File: src/rtl/ft8_tx_sequencer.sv
// FT8 8-FSK transmit sequencer: buffers one frame of channel symbols and steps the tone
// index / phase increment once per SAMPLES_PER_SYMBOL sample ticks. Option: FT8_COSTAS_INSERT_EN.
module ft8_tx_sequencer #(
  parameter int unsigned SAMPLES_PER_SYMBOL = 1920,
  parameter logic [15:0] BASE_INC           = 16'd8738,
  parameter logic [15:0] TONE_STEP          = 16'd34
) (
  input  logic        clk,
  input  logic        reset,
  input  logic        sample_tick,
  input  logic        sym_valid,
  input  logic [2:0]  sym_data,
  output logic        sym_ready,
  input  logic        start,
  input  logic        abort,
  output logic        busy,
  output logic        done,
  output logic        tone_valid,
  output logic [2:0]  tone,
  output logic [15:0] phase_inc,
  output logic [6:0]  sym_index
);

`ifdef FT8_COSTAS_INSERT_EN
  localparam int unsigned N = 58;
`else
  localparam int unsigned N = 79;
`endif
  localparam int unsigned IW       = $clog2(N);
  localparam logic [6:0]  N_SYM    = 7'(N);
  localparam logic [6:0]  LAST_SYM = 7'd78;
  localparam logic [15:0] SMP_LAST = 16'(SAMPLES_PER_SYMBOL - 1);

  typedef enum logic {IDLE, TX} state_t;
  state_t state_q, state_d;

  logic [2:0]  sym_buf [N];
  logic [6:0]  wr_cnt;
  logic [15:0] smp_cnt;
  logic [6:0]  sym_cnt;
  logic [2:0]  tone_q;
  logic [15:0] phase_q;
  logic        done_q;

  logic        accept, go, sym_end, frame_end;
  logic [6:0]  sel_idx;
  logic [2:0]  sel_tone;

`ifdef FT8_COSTAS_INSERT_EN
  logic [6:0]  costas_pos;

  function automatic logic [2:0] costas(input logic [2:0] p);
    case (p)
      3'd0:    costas = 3'd3;
      3'd1:    costas = 3'd1;
      3'd2:    costas = 3'd4;
      3'd3:    costas = 3'd0;
      3'd4:    costas = 3'd6;
      3'd5:    costas = 3'd5;
      default: costas = 3'd2;
    endcase
  endfunction
`endif

  // abort wins over every other action in the same cycle
  always_comb begin
    accept    = (state_q == IDLE) && sym_valid && (wr_cnt < N_SYM) && !abort;
    go        = (state_q == IDLE) && start && (wr_cnt == N_SYM) && !abort;
    sym_end   = (state_q == TX) && sample_tick && (smp_cnt == SMP_LAST) && !abort;
    frame_end = sym_end && (sym_cnt == LAST_SYM);
  end

  // Tone for the symbol that becomes current after this edge (clamped past the last symbol)
  always_comb begin
    if (go)                        sel_idx = '0;
    else if (sym_cnt == LAST_SYM)  sel_idx = LAST_SYM;
    else                           sel_idx = sym_cnt + 7'd1;
`ifdef FT8_COSTAS_INSERT_EN
    if (sel_idx >= 7'd72)      costas_pos = sel_idx - 7'd72;
    else if (sel_idx >= 7'd36) costas_pos = sel_idx - 7'd36;
    else                       costas_pos = sel_idx;
    if (costas_pos < 7'd7)     sel_tone = costas(3'(costas_pos));
    else if (sel_idx < 7'd36)  sel_tone = sym_buf[IW'(sel_idx - 7'd7)];
    else                       sel_tone = sym_buf[IW'(sel_idx - 7'd14)];
`else
    sel_tone = sym_buf[IW'(sel_idx)];
`endif
  end

  always_ff @(posedge clk or posedge reset) begin
    if (reset) state_q <= IDLE;
    else       state_q <= state_d;
  end

  always_comb begin
    state_d = state_q;
    if (abort) begin
      state_d = IDLE;
    end else begin
      case (state_q)
        IDLE:    if (start && (wr_cnt == N_SYM)) state_d = TX;
        TX:      if (frame_end) state_d = IDLE;
        default: state_d = IDLE;
      endcase
    end
  end

  always_comb begin
    sym_ready  = (state_q == IDLE) && (wr_cnt < N_SYM);
    busy       = (state_q == TX);
    tone_valid = (state_q == TX);
    done       = done_q;
    tone       = tone_q;
    phase_inc  = phase_q;
    sym_index  = sym_cnt;
  end

  always_ff @(posedge clk) begin
    if (accept) sym_buf[IW'(wr_cnt)] <= sym_data;
  end

  // sym_cnt stays on the last symbol at frame end so sym_index holds its final value
  always_ff @(posedge clk or posedge reset) begin
    if (reset) begin
      wr_cnt  <= '0;
      smp_cnt <= '0;
      sym_cnt <= '0;
      tone_q  <= '0;
      phase_q <= BASE_INC;
      done_q  <= 1'b0;
    end else begin
      done_q <= frame_end;

      if (abort || frame_end) wr_cnt <= '0;
      else if (accept)        wr_cnt <= wr_cnt + 7'd1;

      if (go) begin
        smp_cnt <= '0;
        sym_cnt <= '0;
      end else if ((state_q == TX) && sample_tick && !abort) begin
        if (smp_cnt == SMP_LAST) begin
          smp_cnt <= '0;
          if (!frame_end) sym_cnt <= sym_cnt + 7'd1;
        end else begin
          smp_cnt <= smp_cnt + 16'd1;
        end
      end

      if (go || (sym_end && !frame_end)) begin
        tone_q  <= sel_tone;
        phase_q <= BASE_INC + 16'(sel_tone) * TONE_STEP;
      end
    end
  end

endmodule

File: config.mk
export PLATFORM = sky130hd
export DESIGN_NAME = ft8_tx_sequencer
export DESIGN_NICKNAME = d
export VERILOG_FILES = /design/src/rtl/ft8_tx_sequencer.sv
export SDC_FILE = /design/constraint.sdc
export NUM_CORES = 1
export LEC_CHECK = 0
export ABC_AREA = 0
export ABC_CLOCK_PERIOD_IN_PS = 8000
export CELL_PAD_IN_SITES_DETAIL_PLACEMENT = 0
export CELL_PAD_IN_SITES_GLOBAL_PLACEMENT = 1
export CORE_UTILIZATION = 57
export DETAILED_ROUTE_END_ITERATION = 12
export DONT_BUFFER_PORTS = 1
export GPL_ROUTABILITY_DRIVEN = 0
export HOLD_SLACK_MARGIN = 0.1
export MAX_ROUTING_LAYER = met4
export PLACE_DENSITY = 0.87
export SYNTH_ARGS = -nofsm -noshare
export SYNTH_HDL_FRONTEND = slang
export SYNTH_SLANG_ARGS = --single-unit
File: constraint.sdc
create_clock -name clk -period 8 [get_ports clk]
set_input_delay 1.6 -clock clk [delete_from_list [all_inputs] [get_ports clk]]
set_output_delay 1.6 -clock clk [all_outputs]
set_load 0.05 [all_outputs]
==> key figures <==
Floorplanning
  • Initial Util: approximately 58%
  • # IOs: 39
  • CORE AREA: 21150 um^2
  • Die ar.: 22250 um^2
  • # rows: 53
  • DIE WIDTH: 149.2 um
  • Chip height: 149.2 um

Timing
  • Final hold violations: 0
  • Slew Viols, Final: 0
  • Period utilisation layout: 64.01%
  • Max_slew headroom: 14.03%
  • Final setup skew: 0.01537 ns
  • Fmax achieved: about 0.20 GHz
  • Worst slew pin tran: 1.281 ns
  • RSZ-0062 raised after global routing: no
  • Tmin final: between 5 and 6 ns
  • Total Neg Setup Slack: 0 ns
  • Final setup vio count: 0
  • Final worst slack: 2.879 ns

Clock network
  • H-tree depth: 1
  • Post-cts sizing count: 0
  • Clock Sink Count: 276
  • CTS tree: built
  • Bufs on Longest Clock Path: 3
  • Clock Pin Slew Worst Setup and Hold Paths: 0.07 ns
  • CTS Buf Count: 28
  • Cts hold-fix bufs: 0
  • CTS root buffer: clkbuf_16
  • Skew-Pair Late Insertion Delay: 0.54 ns
  • Post-CTS setup buffer count: 0

Cells and area
  • Ant diodes: 0
  • Final net count: 975
  • Filler cell count: 1614
  • Fin area: 13310 um^2
  • Share of cells above drive strength 1: 8.537%
  • Most frequent cells in the layout: 237 x edfxtp_1, 149 x nor2_1, 81 x nand2_1
  • Most common cell after layout, fill and taps aside: edfxtp_1
  • Synth-to-layout area growth: 7.836%

Detailed routing
  • First drt pass iteration count: 6
  • DR DRC count: 0
  • DR WL/cell: about 26 um
  • Vias: between 8000 and 9000
  • Drt total wl: 32250 um
  • ANT nets after route: 0
  • First-iteration detailed-routing DRC count: approximately 1200
  • Vias/cell: 6.729

Worst setup path
  • Critical path's top delay family: buffers and inverters
  • Crit end category: flop
  • Critical path peak fanout: 24
  • Startpoint types: flop
  • CP Cell Sequence: clkinv_1, ha_1, buf_4, inv_1, a21oi_1, buf_4, nor2_1, a31oi_1, a211o_1, o211a_1, nor3_1, o22ai_2, mux2_2
  • Critical path's slowest cell: nor2_1
  • Crit path buf inv count: 4
  • CP arrival: 5.55 ns
  • CP required: 8.43 ns
  • WS Path Type: reg -> reg
  • Most used cell along the critical path: buf_4
  • Slowest Stage Delay on Critical Path: between 0.8 and 0.9 ns

Global route
  • Overall Global Routing Usage: 30.93%
  • Largest net degree at the start of global routing: 80
  • Vias in the first global route: 8170
  • Initial antenna violation count: 0
  • First-pass GRT wire length: 49100 um
  • Remaining global-route overflow: 0

Power and ir drop
  • Worst VDD drop: 0.1620 mV
  • Leakage: roughly 4.5 nW
  • Pwr dens: 214.0 nW/um^2

Synth
  • Synth unique cells: 81
  • Syn Std Cell Area: approximately 12000 um^2
  • Multiplexer area fraction after synthesis: 4.055%
  • Register area share after synthesis: 65.58%
  • Post-synthesis compound-gate area fraction: 11.98%
  • Synth Area in XOR/XNOR: 1.774%
  • Mapped Avg Cell Area: 12.61 um^2
  • Top_reg_cell synth: edfxtp_1
  • Post-synth EDFFs: between 200 and 250
  • Post-synth ARST share: 14.13%
  • #FFs+latches synth: 276
  • Synth Instances: 979
  • Yosys warnings: 0
  • Post-Synth Adder-Cell Area: 0.4055%
  • Post-Synth Simple-Gate Area: 13.10%
  • Largest family of logic cells by synthesized area: simple AND/OR/NAND/NOR gates

Flow run
  • Max-Cap Viols: 0

Placement
  • Pre-CTS setup slack: 3.054 ns
  • IO buf count: 0
  • DP HPWL: between 20000 and 25000 um
  • Post-DP Area: around 12000 um^2

Status
  • Status: complete, no violations

Worst hold path
  • HP Class: reg -> reg
flip-flops by register name, summed over array words and instances, names as in the netlist:
| register | count |
|---|---|
| done | 1 |
| sym_index | 7 |
| wr_cnt | 7 |
| phase_inc | 4 |
| busy | 1 |
| smp_cnt | 16 |
| tone | 3 |
| sym_buf | 237 |
routing by layer:
layer	vias up	part of all wire, %	global-route usage, %
met1	4146	40	43.05
li1	3678	-	-
met3	88	11	5.749
met5	-	0	-
met4	0	3.6	10.87
met2	560	45	45.77
cells in the mapped netlist (all sizes together), types with 19 or more instances:
library cell / instances / area share (%)
mux2i: 32 / 2.6
clkbuf: 27 / 0.82
a211oi: 22 / 1.3
dfrtp: 38 / 7.7
nand3: 30 / 1.4
buf: 35 / 2.0
edfxtp: 237 / 58
and3: 19 / 0.96
o21ai: 38 / 1.5
nor2: 150 / 4.6
a21oi: 28 / 1.2
nand2: 82 / 2.6
where the power goes:
| part | switching [mW] | total, mW | internal, mW |
|---|---|---|---|
| Combinational | 0.0285 | 0.0388 | 0.0102 |
| Clock | 0.525 | 1.22 | 0.695 |
| Sequential | 0.0198 | 1.59 | 1.57 |
final cells by class:
class	count	area [um^2]	share of cell area [%]
Tap cell	275	344.1	2.585
Timing Repair Buffer	9	67.56	0.5076
Sequential cell	276	8095	60.82
Clock inverter	16	111.4	0.8366
Clock buffer	36	752.0	5.650
Multi-Input combinational cell	638	3906	29.35
Inverter	9	33.78	0.2538
per-stage QoR:
step                      power [mW]  hold WS, ns  instances  utilization (%)
after floorplan                1.652       0.4465        985                -
after global placement         1.657       0.4807       1207            58.84
after detailed placement       1.658       0.4860       1207            58.84
after CTS                      2.854       0.4982       1259            62.92
after global routing           2.920       0.5305       1259            62.92
final                          2.848       0.4988       1259            62.92
path summary, 6_finish.rpt:
path / start / endpoint / slack [ns] / depth (start not counted)
min in group asynchronous: reset / phase_inc[8] / 0.94 / 1
setup / recovery: sym_index[0] / tone[2] / 2.88 / 13
hold reg to reg: smp_cnt[15] / smp_cnt[15] / 0.50 / 1
setup reg to reg: sym_index[0] / tone[2] / 2.88 / 13
max in group asynchronous: reset / wr_cnt[1] / 6.35 / 2
hold / removal: smp_cnt[15] / smp_cnt[15] / 0.50 / 1
logic make-up (layout without fill, tap and decap cells):
group,after synthesis,count (layout)
mux,48,48
fa+ha+maj,4,4
buf+inv,71,70
xor+xnor,25,25
other cells,2,8
compound gates,205,205
simple gates,348,348
flops,276,276
No activity file was read; power rests on OpenSTA's default activity.
